### config.mk
export PLATFORM = sky130hd
export DESIGN_NAME = operand_pair_sequencer
export DESIGN_NICKNAME = d
export VERILOG_FILES = /design/src/rtl/operand_matcher_pkg.sv /design/src/rtl/lowest_slot_finder.sv /design/src/rtl/operand_pair_sequencer.sv
export SDC_FILE = /design/constraint.sdc
export NUM_CORES = 1
export LEC_CHECK = 0
export CAP_MARGIN = 0
export CORE_MARGIN = 5
export CORE_UTILIZATION = 45
export CTS_CLUSTER_DIAMETER = 40
export DETAILED_ROUTE_END_ITERATION = 8
export PLACE_DENSITY_LB_ADDON = 0.15
export SLEW_MARGIN = 40
export SYNTH_ARGS = -nofsm -noshare
export SYNTH_HDL_FRONTEND = slang
export SYNTH_SLANG_ARGS = --single-unit
### constraint.sdc
create_clock -name clock -period 2.1 [get_ports clock]
set_clock_uncertainty 0.1 [all_clocks]
set_input_delay 0.42 -clock clock [delete_from_list [all_inputs] [get_ports clock]]
set_output_delay 0.42 -clock clock [all_outputs]
set_load 0.02 [all_outputs]
### src/rtl/operand_matcher_pkg.sv
// Shared sizing, in_result field layout and sequencer state encoding for the
// operand matcher / pair sequencer path.
package operand_matcher_pkg;

    localparam int BITMASK_LENGTH    = 8;
    localparam int INDEX_BITWIDTH    = 3;
    localparam int WORD_WIDTH        = 64;
    localparam int INDEX_FIELD_WIDTH = BITMASK_LENGTH * INDEX_BITWIDTH;

    localparam int ACT_LSB  = 0;
    localparam int WGT_LSB  = ACT_LSB + INDEX_FIELD_WIDTH;
    localparam int MASK_LSB = WGT_LSB + INDEX_FIELD_WIDTH;
    localparam int PAD_LSB  = MASK_LSB + BITMASK_LENGTH;

    typedef enum logic {
        ST_IDLE = 1'b0,
        ST_EMIT = 1'b1
    } seq_state_t;

endpackage

### src/rtl/lowest_slot_finder.sv
// Combinational priority search: index of the lowest set bit of mask.
module lowest_slot_finder #(
    parameter int WIDTH = 8
) (
    input  logic [WIDTH-1:0]         mask,
    output logic [$clog2(WIDTH)-1:0] slot,
    output logic                     any_set
);

    localparam int SW = $clog2(WIDTH);

    always_comb begin
        slot    = '0;
        any_set = 1'b0;
        for (int unsigned i = 0; i < WIDTH; i++) begin
            if (mask[i] && !any_set) begin
                slot    = SW'(i);
                any_set = 1'b1;
            end
        end
    end

endmodule

### src/rtl/operand_pair_sequencer.sv
// Expands one matcher result word into a stream of (activation, weight) index
// pairs, one per set bitmask slot, or a single empty beat for a zero mask.
module operand_pair_sequencer #(
    parameter int BITMASK_LENGTH = operand_matcher_pkg::BITMASK_LENGTH,
    parameter int INDEX_BITWIDTH = operand_matcher_pkg::INDEX_BITWIDTH
) (
    input  logic                                      clock,
    input  logic                                      resetn,
    input  logic                                      in_valid,
    output logic                                      in_ready,
    input  logic [operand_matcher_pkg::WORD_WIDTH-1:0] in_result,
    output logic                                      out_valid,
    input  logic                                      out_ready,
    output logic [INDEX_BITWIDTH-1:0]                 out_act_index,
    output logic [INDEX_BITWIDTH-1:0]                 out_wgt_index,
    output logic                                      out_last,
    output logic                                      out_empty,
    output logic                                      busy
);

    import operand_matcher_pkg::*;

    localparam int SLOT_W  = $clog2(BITMASK_LENGTH);
    localparam int FIELD_W = BITMASK_LENGTH * INDEX_BITWIDTH;

    seq_state_t                state;
    logic [BITMASK_LENGTH-1:0] pend_mask, sel_mask, slot_bit, rest_mask;
    logic [FIELD_W-1:0]        pend_act, pend_wgt, sel_act, sel_wgt;
    logic [SLOT_W-1:0]         slot;
    logic                      any_set;
    logic                      in_fire, out_fire;
    logic [INDEX_BITWIDTH-1:0] nxt_act, nxt_wgt;
    logic                      pad_unused;

    assign pad_unused = ^in_result[WORD_WIDTH-1:PAD_LSB];

    assign in_ready = resetn && ((state == ST_IDLE) || (out_valid && out_ready && out_last));
    assign in_fire  = in_valid && in_ready;
    assign out_fire = out_valid && out_ready;
    assign busy     = (state == ST_EMIT);

    // The pending mask holds only slots not yet presented, so the beat loaded
    // into the output register is already removed from it; the search runs on
    // the incoming word when loading and on the pending mask otherwise.
    always_comb begin
        sel_mask = in_fire ? in_result[MASK_LSB +: BITMASK_LENGTH] : pend_mask;
        sel_act  = in_fire ? in_result[ACT_LSB +: FIELD_W] : pend_act;
        sel_wgt  = in_fire ? in_result[WGT_LSB +: FIELD_W] : pend_wgt;
        slot_bit       = '0;
        slot_bit[slot] = any_set;
        rest_mask      = sel_mask & ~slot_bit;
        nxt_act = any_set ? sel_act[slot * INDEX_BITWIDTH +: INDEX_BITWIDTH] : '0;
        nxt_wgt = any_set ? sel_wgt[slot * INDEX_BITWIDTH +: INDEX_BITWIDTH] : '0;
    end

    lowest_slot_finder #(
        .WIDTH(BITMASK_LENGTH)
    ) u_finder (
        .mask    (sel_mask),
        .slot    (slot),
        .any_set (any_set)
    );

    always_ff @(posedge clock or negedge resetn) begin
        if (!resetn) begin
            state         <= ST_IDLE;
            pend_mask     <= '0;
            pend_act      <= '0;
            pend_wgt      <= '0;
            out_valid     <= 1'b0;
            out_last      <= 1'b0;
            out_empty     <= 1'b0;
            out_act_index <= '0;
            out_wgt_index <= '0;
        end else if (in_fire) begin
            state         <= ST_EMIT;
            pend_mask     <= rest_mask;
            pend_act      <= sel_act;
            pend_wgt      <= sel_wgt;
            out_valid     <= 1'b1;
            out_last      <= (rest_mask == '0);
            out_empty     <= !any_set;
            out_act_index <= nxt_act;
            out_wgt_index <= nxt_wgt;
        end else if (out_fire) begin
            if (out_last) begin
                state         <= ST_IDLE;
                out_valid     <= 1'b0;
                out_last      <= 1'b0;
                out_empty     <= 1'b0;
                out_act_index <= '0;
                out_wgt_index <= '0;
            end else begin
                pend_mask     <= rest_mask;
                out_last      <= (rest_mask == '0);
                out_empty     <= 1'b0;
                out_act_index <= nxt_act;
                out_wgt_index <= nxt_wgt;
            end
        end
    end

endmodule

==> flow_summary.ini <==
[status]
status = finished, violations left
violations = setup timing

[pwr]
p_leak_nw = 2.33
fin_total_pwr_mw = 6.75
irDropWorstVdd_mv = 0.669
power.density_mw_per_mm2 = 1370

[synth]
yosys-top-cells-area = dfrtp_1, nand2_1, mux2i_1
synth_cell_type_count = 46
yosysWarnings = 0
synth_most_common_cell = nand2_1
postSynthCellCount = 390
post-synth-top-area-fraction_pct = 48.1
yosys.area.top_type = dfrtp_1
sequential_to_total_area_share_from_yosys_stat_pct = 48.1
synth_area_per_cell_um2 = 8.67
synth_common_cells = nand2_1, dfrtp_1, mux2i_1, nor2_1, o21ai_0
synthesis.nets = 458
synth_ff_type = dfrtp_1
synth-edff-count = 0
async_flop_share_pct = 100
netlist_area_mm2 = 0.00338
ys_seq_elements = 65

[sta]
final.min_clock_period_ns = 2.42
setup_viol_count_final = 8
post-route-period-util_pct = 115
setup_total_negative_slack_ns = -1.82
fmax_ghz = 0.414
worstMarginPinSlew_ns = 0.634
rsz0062_at_grt = true
finalHoldWorstSlack_ns = 0.0912
slew_headroom_pct = 56.5
final_critical_path_setup_slack_ns = -0.315
hold_viol = 0
final-max-slew-violation-count = 0

[critical_path]
worstSetupPathType = flip-flop to flip-flop
timing.critical_path.to_type = flip-flop
worst-path-max-fanout = 7
ff_to_ff_end = out_act_index[1]
max_stage_delay_ns = 0.58
worstPathRequired_ns = 2.24
worstRegToRegCells = 9
path_cells = or4_4 > nor4_4 > a211oi_2 > a21oi_4 > buf_12 > buf_6 > mux2i_2 > nand2b_1 > a32o_1
critical-path-slowest-cell = or4_4
reg2reg_from = pend_mask[0]
rrSetupSlack_ns = -0.32
timing.critical_path.from_type = flip-flop
cp_data_arrival_time_ns = 2.56

[clocking]
insertion_delay_ns = 0.35
cts_max_path_buffers = 2
clkTransAtPathRegs_ns = 0.08
cts_root_buf = clkbuf_8
htreeDepth = 3
ctsHoldBuffers = 0
cts_num_sinks = 65
tritoncts = yes
total_clock_buffers_created_by_cts = 9

[global_routing]
pin_count_of_the_biggest_net_entering_global_routing = 40
grt_remaining_overflow = 0
grt_pass1_wl_um = 15800
grt.total_usage_pct = 20.7
antenna_found_initial = 0
grt_pass1_vias = 3236

[place]
numPlacedInstances = 604
port_buffers = 70
gp_routability_congestion = 0.887
post_dp_cell_area_mm2 = 0.00461
hpwl_um = 7060

[routing]
routed_wire_length_per_instance_um = 15.2
post_detailed_route_via_to_cell_ratio = 5.23
routed_wl_um = 9470
post-route-drc-count = 0
routed-via-count = 3268
drt_iter0_markers = 159
drt_first_pass_iters = 4
drt.antenna.violating_nets = 0

[hold_path]
hp-class = input port to async pin

[floorplan]
die_y_um = 96.7
core_area_mm2 = 0.00729
initial_utilization_pct = 46.4
floorplan.rows = 31
die_x_um = 96.7
floorplan.die_area_mm2 = 0.00935
number_of_top_level_pins = 79

[layout]
fraction_of_layout_instances_using_a_drive_strength_above_1_pct = 22.6
antenna_cells = 0
area_growth_pct = 45.6
finish.cell_count_without_fillers = 625
final_design_area_no_fill_mm2 = 0.00492
finalNetCount = 589

[run]
max_cap_violations = 0
## routing by layer
metal  track usage [%]  part of all wire, %  vias to the layer above
met4              7.34                  2.3                        0
li1                  -                    -                     1611
met2              33.3                   49                       82
met1              27.6                   44                     1560
met3              4.53                  4.4                       15
met5                 0                    0                        -
## cell usage in the layout, fill, tap and decap left out, types with 4 or more instances in the layout
master and instances:
nor4_1 4, nand4_1 5, clkbuf_8 10, nand2_1 168
o21ai_1 5, o21ai_0 12, o22ai_1 9, o221ai_1 4
buf_4 64, mux2i_2 4, nand2b_1 4, mux2i_1 9
mux2_2 5, dfrtp_1 64, dlygate4sd2_1 4, inv_1 4
clkdlybuf4s50_1 64, nor2_1 13, a32o_1 7
## area by class of cell
| cell class | count | area [um2] |
|---|---|---|
| clock buffers | 11 | 141 |
| clock inverters | 5 | 37.5 |
| fillers | 639 | 2370 |
| inverters | 4 | 15.0 |
| multi-input cells | 301 | 1720 |
| flip-flops and latches | 65 | 1630 |
| well taps | 99 | 124 |
| repair buffers | 140 | 1250 |
## worst max path at each step
stage,startpoint,to,slack [ns],cells after the start
floorplan,pend_mask[0],out_act_index[0],-0.23,7
global placement,in_result[48],out_wgt_index[1],-0.76,9
detailed placement,in_result[48],out_wgt_index[1],-0.82,9
CTS,pend_mask[0],out_wgt_index[1],-0.28,9
global route,pend_mask[0],out_act_index[1],-0.43,9
finish,pend_mask[0],out_act_index[1],-0.32,9
## cells by family after synthesis
| group | Yosys count | share of synthesized area [%] |
|---|---|---|
| AO/OA/AOI/OAI | 67 | 14.9 |
| buffers and inverters | 25 | 3.44 |
| multiplexers | 21 | 6.47 |
| adder cells (fa/ha/maj) | 1 | 0.296 |
| flip-flops | 65 | 48.1 |
| AND/OR/NAND/NOR | 211 | 26.8 |
## what timing repair did
action	CTS	global route
endpoints found under the setup margin	10	11
resized for setup	15	8
gates cloned	0	1
buffers inserted	3	1
pin swaps	6	1
## where the power goes
group | total [mW] | switching (mW) | internal (mW)
Clock | 0.991 | 0.524 | 0.467
Sequential | 2.06 | 0.246 | 1.82
Combinational | 3.69 | 1.81 | 1.88
Total | 6.75 | 2.58 | 4.16
## critical path: cells and delay by family, from the launching register on
kind	cells	cell delay [ns]
compound gates	3	0.50
simple gates	3	0.84
mux	1	0.22
flops	1	0.39
buf+inv	2	0.26
## flip-flops by register name (all words and copies together), names as in the netlist
register	flops
out_act_index	3
out_last	1
busy	1
out_wgt_index	3
pend_mask	8
out_empty	1
pend_act	24
pend_wgt	24
## per-stage QoR
step / util, % / worst slack, ns
2_1_floorplan: - / -0.227
3_3_place_gp: 63.3 / -0.761
3_5_place_dp: 63.3 / -0.817
4_1_cts: 66.9 / -0.279
5_1_grt: 67.5 / -0.432
6_report: 67.5 / -0.315
Power figures use the tool's default switching activity.
